File: config.mk
export PLATFORM = sky130hd
export DESIGN_NAME = serial_loader
export DESIGN_NICKNAME = d
export VERILOG_FILES = /design/src/rtl/serial_loader_pkg.sv /design/src/rtl/ser_bit_counter.sv /design/src/rtl/serial_loader.sv
export SDC_FILE = /design/constraint.sdc
export NUM_CORES = 1
export LEC_CHECK = 0
export CAP_MARGIN = 0
export CORE_MARGIN = 2
export CORE_UTILIZATION = 47
export DETAILED_ROUTE_END_ITERATION = 10
export MAX_ROUTING_LAYER = met4
export PLACE_DENSITY = 0.78
export SKIP_LAST_GASP = 1
export SLEW_MARGIN = 25
export SYNTH_ARGS = -nofsm -noshare
export SYNTH_HDL_FRONTEND = slang
export SYNTH_SLANG_ARGS = --single-unit
File: constraint.sdc
create_clock -name clk -period 1.9 [get_ports clk]
set_clock_uncertainty 0.2 [all_clocks]
set_input_delay 0.57 -clock clk [delete_from_list [all_inputs] [get_ports clk]]
set_output_delay 0.57 -clock clk [all_outputs]
set_load 0.05 [all_outputs]
File: src/rtl/serial_loader_pkg.sv
// Shared state encodings and sizing helper for the serial_loader block.
package serial_loader_pkg;

    typedef enum logic [1:0] {
        IDLE  = 2'b00,
        SHIFT = 2'b01,
        DONE  = 2'b10
    } state_e;

    // Wide enough to hold WIDTH+1 (data bits plus optional parity) without wrapping.
    function automatic int cnt_width(input int width);
        return $clog2(width + 2);
    endfunction

endpackage

File: src/rtl/ser_bit_counter.sv
// Bit counter for serial_loader: synchronous clear, count enable, terminal-count flag.
module ser_bit_counter
    import serial_loader_pkg::*;
#(
    parameter int WIDTH = 4,
    parameter int NBITS = 4
) (
    input  logic                        clk,
    input  logic                        rst,
    input  logic                        clr_i,
    input  logic                        en_i,
    output logic [cnt_width(WIDTH)-1:0] cnt_o,
    output logic                        tc_o
);

    localparam int CNT_W = cnt_width(WIDTH);

    logic [CNT_W-1:0] cnt_q;

    always_ff @(posedge clk or posedge rst) begin
        if (rst) begin
            cnt_q <= '0;
        end else if (clr_i) begin
            cnt_q <= '0;
        end else if (en_i) begin
            cnt_q <= cnt_q + 1'b1;
        end
    end

    // Flags the cycle in which the final bit of the word is being emitted.
    assign tc_o  = (cnt_q == CNT_W'(NBITS - 1));
    assign cnt_o = cnt_q;

endmodule

File: src/rtl/serial_loader.sv
// Parallel-to-serial loader driving a downstream shift register (D/en pair).
// Define SERIAL_LOADER_PARITY_EN to append an even-parity bit after the data bits.
module serial_loader
    import serial_loader_pkg::*;
#(
    parameter int WIDTH     = 4,
    parameter int MSB_FIRST = 1
) (
    input  logic             clk,
    input  logic             rst,
    input  logic             load_valid,
    input  logic [WIDTH-1:0] load_data,
    input  logic             stall,
    output logic             load_ready,
    output logic             ser_d,
    output logic             ser_en,
    output logic             busy,
    output logic             done
);

    localparam int CNT_W = cnt_width(WIDTH);
`ifdef SERIAL_LOADER_PARITY_EN
    localparam int NBITS = WIDTH + 1;
`else
    localparam int NBITS = WIDTH;
`endif

    state_e           state_q;
    logic [WIDTH-1:0] hold_q;
    logic             load_ready_q;
    logic             ser_d_q;
    logic             ser_en_q;
    logic             busy_q;
    logic             done_q;
    logic             ser_d_d;
    logic             cnt_clr;
    logic             cnt_en;
    logic             cnt_tc;
    logic [CNT_W-1:0] cnt;

    assign cnt_clr = (state_q == IDLE) && load_valid;
    assign cnt_en  = (state_q == SHIFT) && !stall;

    ser_bit_counter #(
        .WIDTH (WIDTH),
        .NBITS (NBITS)
    ) u_cnt (
        .clk   (clk),
        .rst   (rst),
        .clr_i (cnt_clr),
        .en_i  (cnt_en),
        .cnt_o (cnt),
        .tc_o  (cnt_tc)
    );

    always_comb begin
        ser_d_d = 1'b0;
        for (int i = 0; i < WIDTH; i++) begin
            if (cnt == CNT_W'(i)) begin
                ser_d_d = (MSB_FIRST != 0) ? hold_q[WIDTH-1-i] : hold_q[i];
            end
        end
`ifdef SERIAL_LOADER_PARITY_EN
        if (cnt == CNT_W'(WIDTH)) begin
            ser_d_d = ^hold_q;
        end
`endif
    end

    // busy/load_ready track the state being entered; ser_en/done lag the state by one cycle.
    always_ff @(posedge clk or posedge rst) begin
        if (rst) begin
            state_q      <= IDLE;
            hold_q       <= '0;
            load_ready_q <= 1'b1;
            ser_d_q      <= 1'b0;
            ser_en_q     <= 1'b0;
            busy_q       <= 1'b0;
            done_q       <= 1'b0;
        end else begin
            ser_en_q <= 1'b0;
            done_q   <= 1'b0;
            case (state_q)
                IDLE: begin
                    if (load_valid) begin
                        hold_q       <= load_data;
                        state_q      <= SHIFT;
                        load_ready_q <= 1'b0;
                        busy_q       <= 1'b1;
                    end
                end
                SHIFT: begin
                    if (!stall) begin
                        ser_en_q <= 1'b1;
                        ser_d_q  <= ser_d_d;
                        if (cnt_tc) begin
                            state_q <= DONE;
                        end
                    end
                end
                DONE: begin
                    done_q       <= 1'b1;
                    state_q      <= IDLE;
                    load_ready_q <= 1'b1;
                    busy_q       <= 1'b0;
                end
                default: begin
                    state_q <= IDLE;
                end
            endcase
        end
    end

    assign load_ready = load_ready_q;
    assign ser_d      = ser_d_q;
    assign ser_en     = ser_en_q;
    assign busy       = busy_q;
    assign done       = done_q;

endmodule

# After elaboration in Yosys (flattened, before gate mapping)
# Cells that the tools add are included.
dict set report totals {
  reg_bits 14
  latch_bits 0
  ramBits 0
  romBits 0
  mem_count 0
}
dict set report classes {
  add_sub_neg 1
  multipliers 0
  n_div 0
  order_cmp 0
  n_eq_ne 8
  shift 0
  n_mux 17
  bitwise 1
  reduce_logical 11
}
# cell count
set op_table {}
lappend op_table {{two-way mux 1 bit} 9}
lappend op_table {{equality test 3 x 2 -> 1 bit (second input constant)} 2}
lappend op_table {{two-way mux 2 bit} 3}
lappend op_table {{two-way mux 3 bit} 2}
lappend op_table {{!= test 2 bit (second input constant)} 3}
lappend op_table {{AND reduction 2 bit} 3}
lappend op_table {{one-hot mux 1 bit (2 select lines)} 2}
lappend op_table {{one-hot mux 2 bit (2 select lines)} 1}
lappend op_table {{nonzero test 2 bit} 2}
lappend op_table {{adder 3 x 1 -> 3 bit (second input constant)} 1}
lappend op_table {{equality test 3 x 1 -> 1 bit (second input constant)} 1}
lappend op_table {{zero test 3 bit} 1}
lappend op_table {{AND reduction 3 bit} 1}
lappend op_table {{equality test 2 x 1 -> 1 bit (second input constant)} 1}
lappend op_table {{equality test 2 bit (second input constant)} 1}
lappend op_table {{logical AND 1 bit} 2}
lappend op_table {{zero test 2 bit} 1}
lappend op_table {{zero test 1 bit} 1}
lappend op_table {{NOT 1 bit} 1}

# Logic depth before layout (Yosys ltp)
dict set report depth {
  word_depth 5
  ltp_mapped 5
  mapped_depth_nobuf 5
}

# Cells and area by module
# Synthesis repeated with hierarchy kept, for this count alone.
dict set report hier_totals {
  hier_cells 44
  area_unflattened_um2 596.8
}
# module instances cells_per_inst area_each_um2 seq_area_each_um2
set modules_own_cells {}
lappend modules_own_cells {serial_loader 1 31 451.7 276.5}
lappend modules_own_cells {ser_bit_counter 1 13 145.1 75.1}

# Least setup slack after synthesis
# Ideal clock, no wire load.
dict set report synth_path {
  path_kind {register to register}
  startpoint {register u_cnt.cnt_q[0] (netlist: u_cnt.cnt_o[0])}
  endpoint {register ser_d_q (netlist: ser_d)}
  arrival_ps 1308
  slack_ps 328
  path_stages_with_launch 5
  n_path_buf 0
  synth_period_minus_slack_ps 1572
  cell_sequence {dfrtp_1 -> ha_1 -> ha_1 -> a2111oi_0 -> o22a_2}
}
dict set report synth_via {
  elab_chain_cells 5
}
# item line
set synth_lines {}
lappend synth_lines {{start, declared} ser_bit_counter.sv:18} ;# logic [CNT_W-1:0] cnt_q;
lappend synth_lines {{start signal, assigned} ser_bit_counter.sv:26} ;# cnt_q <= cnt_q + 1'b1;
lappend synth_lines {{zero test 3 bit} serial_loader.sv:59} ;# if (cnt == CNT_W'(i)) begin
lappend synth_lines {{two-way mux 1 bit (3 in series)} serial_loader.sv:59}
lappend synth_lines {{two-way mux 1 bit *} serial_loader.sv:59}
lappend synth_lines {{end signal, assigned} serial_loader.sv:95} ;# ser_d_q <= ser_d_d;
lappend synth_lines {{end, declared} serial_loader.sv:31} ;# logic ser_d_q;
# Mark *: on every way between the ends. The rest lies on a longest branch, timed or not.
# A chain may end at the register's enable or synchronous reset.

# Worst setup path in the final report
dict set report layout_path {
  startpoint {input port load_valid}
  endpoint {register hold_q[0]}
}
dict set report layout_via {
  elab_chain_cells 1
}
# item line
set layout_lines {}
lappend layout_lines {{start, declared} serial_loader.sv:11} ;# input logic load_valid,
lappend layout_lines {{AND reduction 2 bit (no line)} -}
lappend layout_lines {{end signal, assigned} serial_loader.sv:86} ;# hold_q <= load_data;
lappend layout_lines {{end, declared} serial_loader.sv:29} ;# logic [WIDTH-1:0] hold_q;
# Every way passes these cells.

==> impl_metrics.env <==
export IMPL_status="finished clean"
export IMPL_tightest_slew_ns=0.403
export IMPL_finalCritPeriodShare_pct=94.3
export IMPL_maxCapViolations=0
export IMPL_totalWireLength_um=1030
export IMPL_syn_area_per_cell_um2=12.6
export IMPL_synth_cell_types=22
export IMPL_syn_cell_area_um2=643
export IMPL_final_cells=87
export IMPL_grt_pass1_wl_um=1700
export IMPL_die_y_um=41.0
export IMPL_holdCritPathClass="reg -> reg"
export IMPL_synth_edf_count=0
export IMPL_cp_data_arrival_time_ns=1.75
export IMPL_synth_seq_cells=14
export IMPL_post_cts_buffers=0
export IMPL_peakVddDrop_mv=0.828
export IMPL_grt_max_degree=15
export IMPL_multi_input_area_um2=269
export IMPL_rsz0062_at_grt="false"
export IMPL_synthCells=51
export IMPL_clk_transition_reported_paths_ns=0.08
export IMPL_required_ns=1.86
export IMPL_finalSetupViolCount=0
export IMPL_slew_viol_final=0
export IMPL_antenna_cells=0
export IMPL_cpPeakStageDelay_ns=0.51
export IMPL_num_vias=429
export IMPL_synth_area_top_cells="dfrtp_1, ha_1, mux2_2, dfstp_2, inv_1"
export IMPL_cp_end_kind="register"
export IMPL_synthToLayoutAreaGrowth_pct=40.9
export IMPL_synthFlopType="dfrtp_1"
export IMPL_regArea_um2=352
export IMPL_cts_buffer_depth=2
export IMPL_slowest_stage="clkdlybuf4s50_1"
export IMPL_ctsHoldBuffers=0
export IMPL_p_leak_nw=0.433
export IMPL_nFillCells=92
export IMPL_ctsResizeCount=0
export IMPL_grt_pass1_vias=394
export IMPL_insertion_delay_ns=0.27
export IMPL_startpoint_type="primary input"
export IMPL_crit_fanout=6
export IMPL_ios=13
export IMPL_nets=86
export IMPL_grt_use_total_pct=16.9
export IMPL_yosysSeqAreaShare_pct=54.7
export IMPL_antenna_left=0
export IMPL_period_minus_slack_ns=1.79
export IMPL_critPathKind="in -> reg"
export IMPL_relSlewSlack_pct=72.4
export IMPL_chipWidth_um=41.0
export IMPL_grt_overflow_total=0
export IMPL_dr_first_iter_drc_count=4
export IMPL_drc=0
export IMPL_globalplace_congestion=0.805
export IMPL_fp_dieArea_mm2=0.00168
export IMPL_antenna_found_initial=0
export IMPL_path_cells="clkdlybuf4s50_1, nand2b_4, nor2_2, mux2_2"
export IMPL_vias_per_cell=4.93
export IMPL_htree_levels=1
export IMPL_rows=13
export IMPL_synth_common_cells="dfrtp_1, inv_1, ha_1, mux2_2"
export IMPL_dp_cells=83
export IMPL_start_util_pct=50.0
export IMPL_final_layout_size_suffix_gt1_share_pct=33.3
export IMPL_wl_per_cell_um=11.8
export IMPL_synth_most_common_cell="dfrtp_1"
export IMPL_async_flop_share_pct=100
export IMPL_firstDrtPassIters=4
export IMPL_clock_sinks=14
export IMPL_placed_area_um2=870
export IMPL_fmax_mhz=558
export IMPL_dpl_hpwl_um=829
export IMPL_ctsRootBufferMaster="clkbuf_4"
export IMPL_cts_tree="done"
export IMPL_power_density_mw_per_mm2=1480
export IMPL_fp_coreArea_mm2=0.00128
export IMPL_yosysWarnings=0
export IMPL_design_area_um2=906
export IMPL_io_buffers=12
export IMPL_yosysTopAreaCellShare_pct=50.6
export IMPL_numCtsBuffers=3
export IMPL_syn_nets=64
export IMPL_synth_largest_area_cell="dfrtp_1"
export IMPL_hold_viol=0
## critical path: cells and delay by family
| kind | cells | cell delay [ns] |
|---|---|---|
| buffers and inverters | 1 | 0.51 |
| muxes | 1 | 0.37 |
| and+or+nand+nor | 2 | 0.30 |
## path summary, 6_finish.rpt
path,depth (start not counted),slack [ns],endpoint,from
max reg2reg,4,0.16,ser_d,u_cnt.cnt_o[0]
max,4,0.11,hold_q[0],load_valid
min,1,0.32,hold_q[0],hold_q[0]
max in group asynchronous,3,0.89,load_ready,rst
min in group asynchronous,3,0.38,u_cnt.cnt_o[1],rst
min reg2reg,1,0.32,hold_q[0],hold_q[0]
## where the power goes
| part | internal (mW) | switching [mW] |
|---|---|---|
| combinational | 0.333 | 0.274 |
| sequential | 0.424 | 0.106 |
| clock | 0.116 | 0.0920 |
| total | 0.873 | 0.472 |
## layout by cell type (no fill, tap or decap)
cell              n
buf_12            5
nor2b_1           1
xnor2_1           1
buf_4             5
o21ai_0           1
mux2i_1           1
nor2_1            3
nor4b_1           1
clkbuf_8          1
clkdlybuf4s50_1   7
a211oi_1          1
ha_1              5
dfstp_2           1
a2111oi_0         1
o22a_2            1
inv_1             6
nand2_1           2
dfrtp_1          13
nor2_2            1
nor3b_4           1
clkbuf_4          3
a21oi_1           3
mux2_2            4
and2b_2           1
nand2b_4          1
nand3b_1          1
a21o_1            1
## state kept, by name, indices dropped and copies added (netlist names)
name / count
busy: 1
done: 1
hold_q: 4
load_ready: 1
ser_d: 1
ser_en: 1
state_q: 2
u_cnt.cnt_o: 3
## layout make-up
class                           instances  area share, %
Sequential cell                        14           38.8
Multi-Input combinational cell         31           29.7
Timing Repair Buffer                   17           22.9
Clock buffer                            4           4.01
Inverter                                6           2.49
Tap cell                               15           2.07
## stage by stage
stage	hold slack [ns]	setup slack [ns]	setup TNS (ns)	power [mW]	util [%]
after global placement	0.294	-0.158	-0.710	1.13	67.7
after global routing	0.355	0.0109	0	1.44	70.5
after detailed placement	0.302	-0.182	-0.855	1.15	67.7
after floorplan	0.259	0.328	0	0.887	-
final	0.320	0.108	0	1.34	70.5
after CTS	0.321	0.110	0	1.36	70.5
## cell families after synthesis
family	Yosys count	share of synthesized area, %
buffers and inverters	6	3.50
flip-flops	14	54.7
AO/OA/AOI/OAI	8	8.37
multiplexers	5	8.56
XOR/XNOR	1	1.36
AND/OR/NAND/NOR	12	13.8
adder cells (fa/ha/maj)	5	9.73
## layer usage
| layer | wire (um) | GRT usage [%] | vias to the layer above | part of all wire [%] |
|---|---|---|---|---|
| met5 | 0 | - | - | 0 |
| met4 | 12 | 10.0 | 0 | 1.2 |
| met3 | 27 | 3.26 | 2 | 2.6 |
| met2 | 492 | 23.4 | 6 | 48 |
| met1 | 494 | 22.7 | 207 | 48 |
| li1 | - | - | 214 | - |
Note: power is estimated with default switching activity, not from simulation.
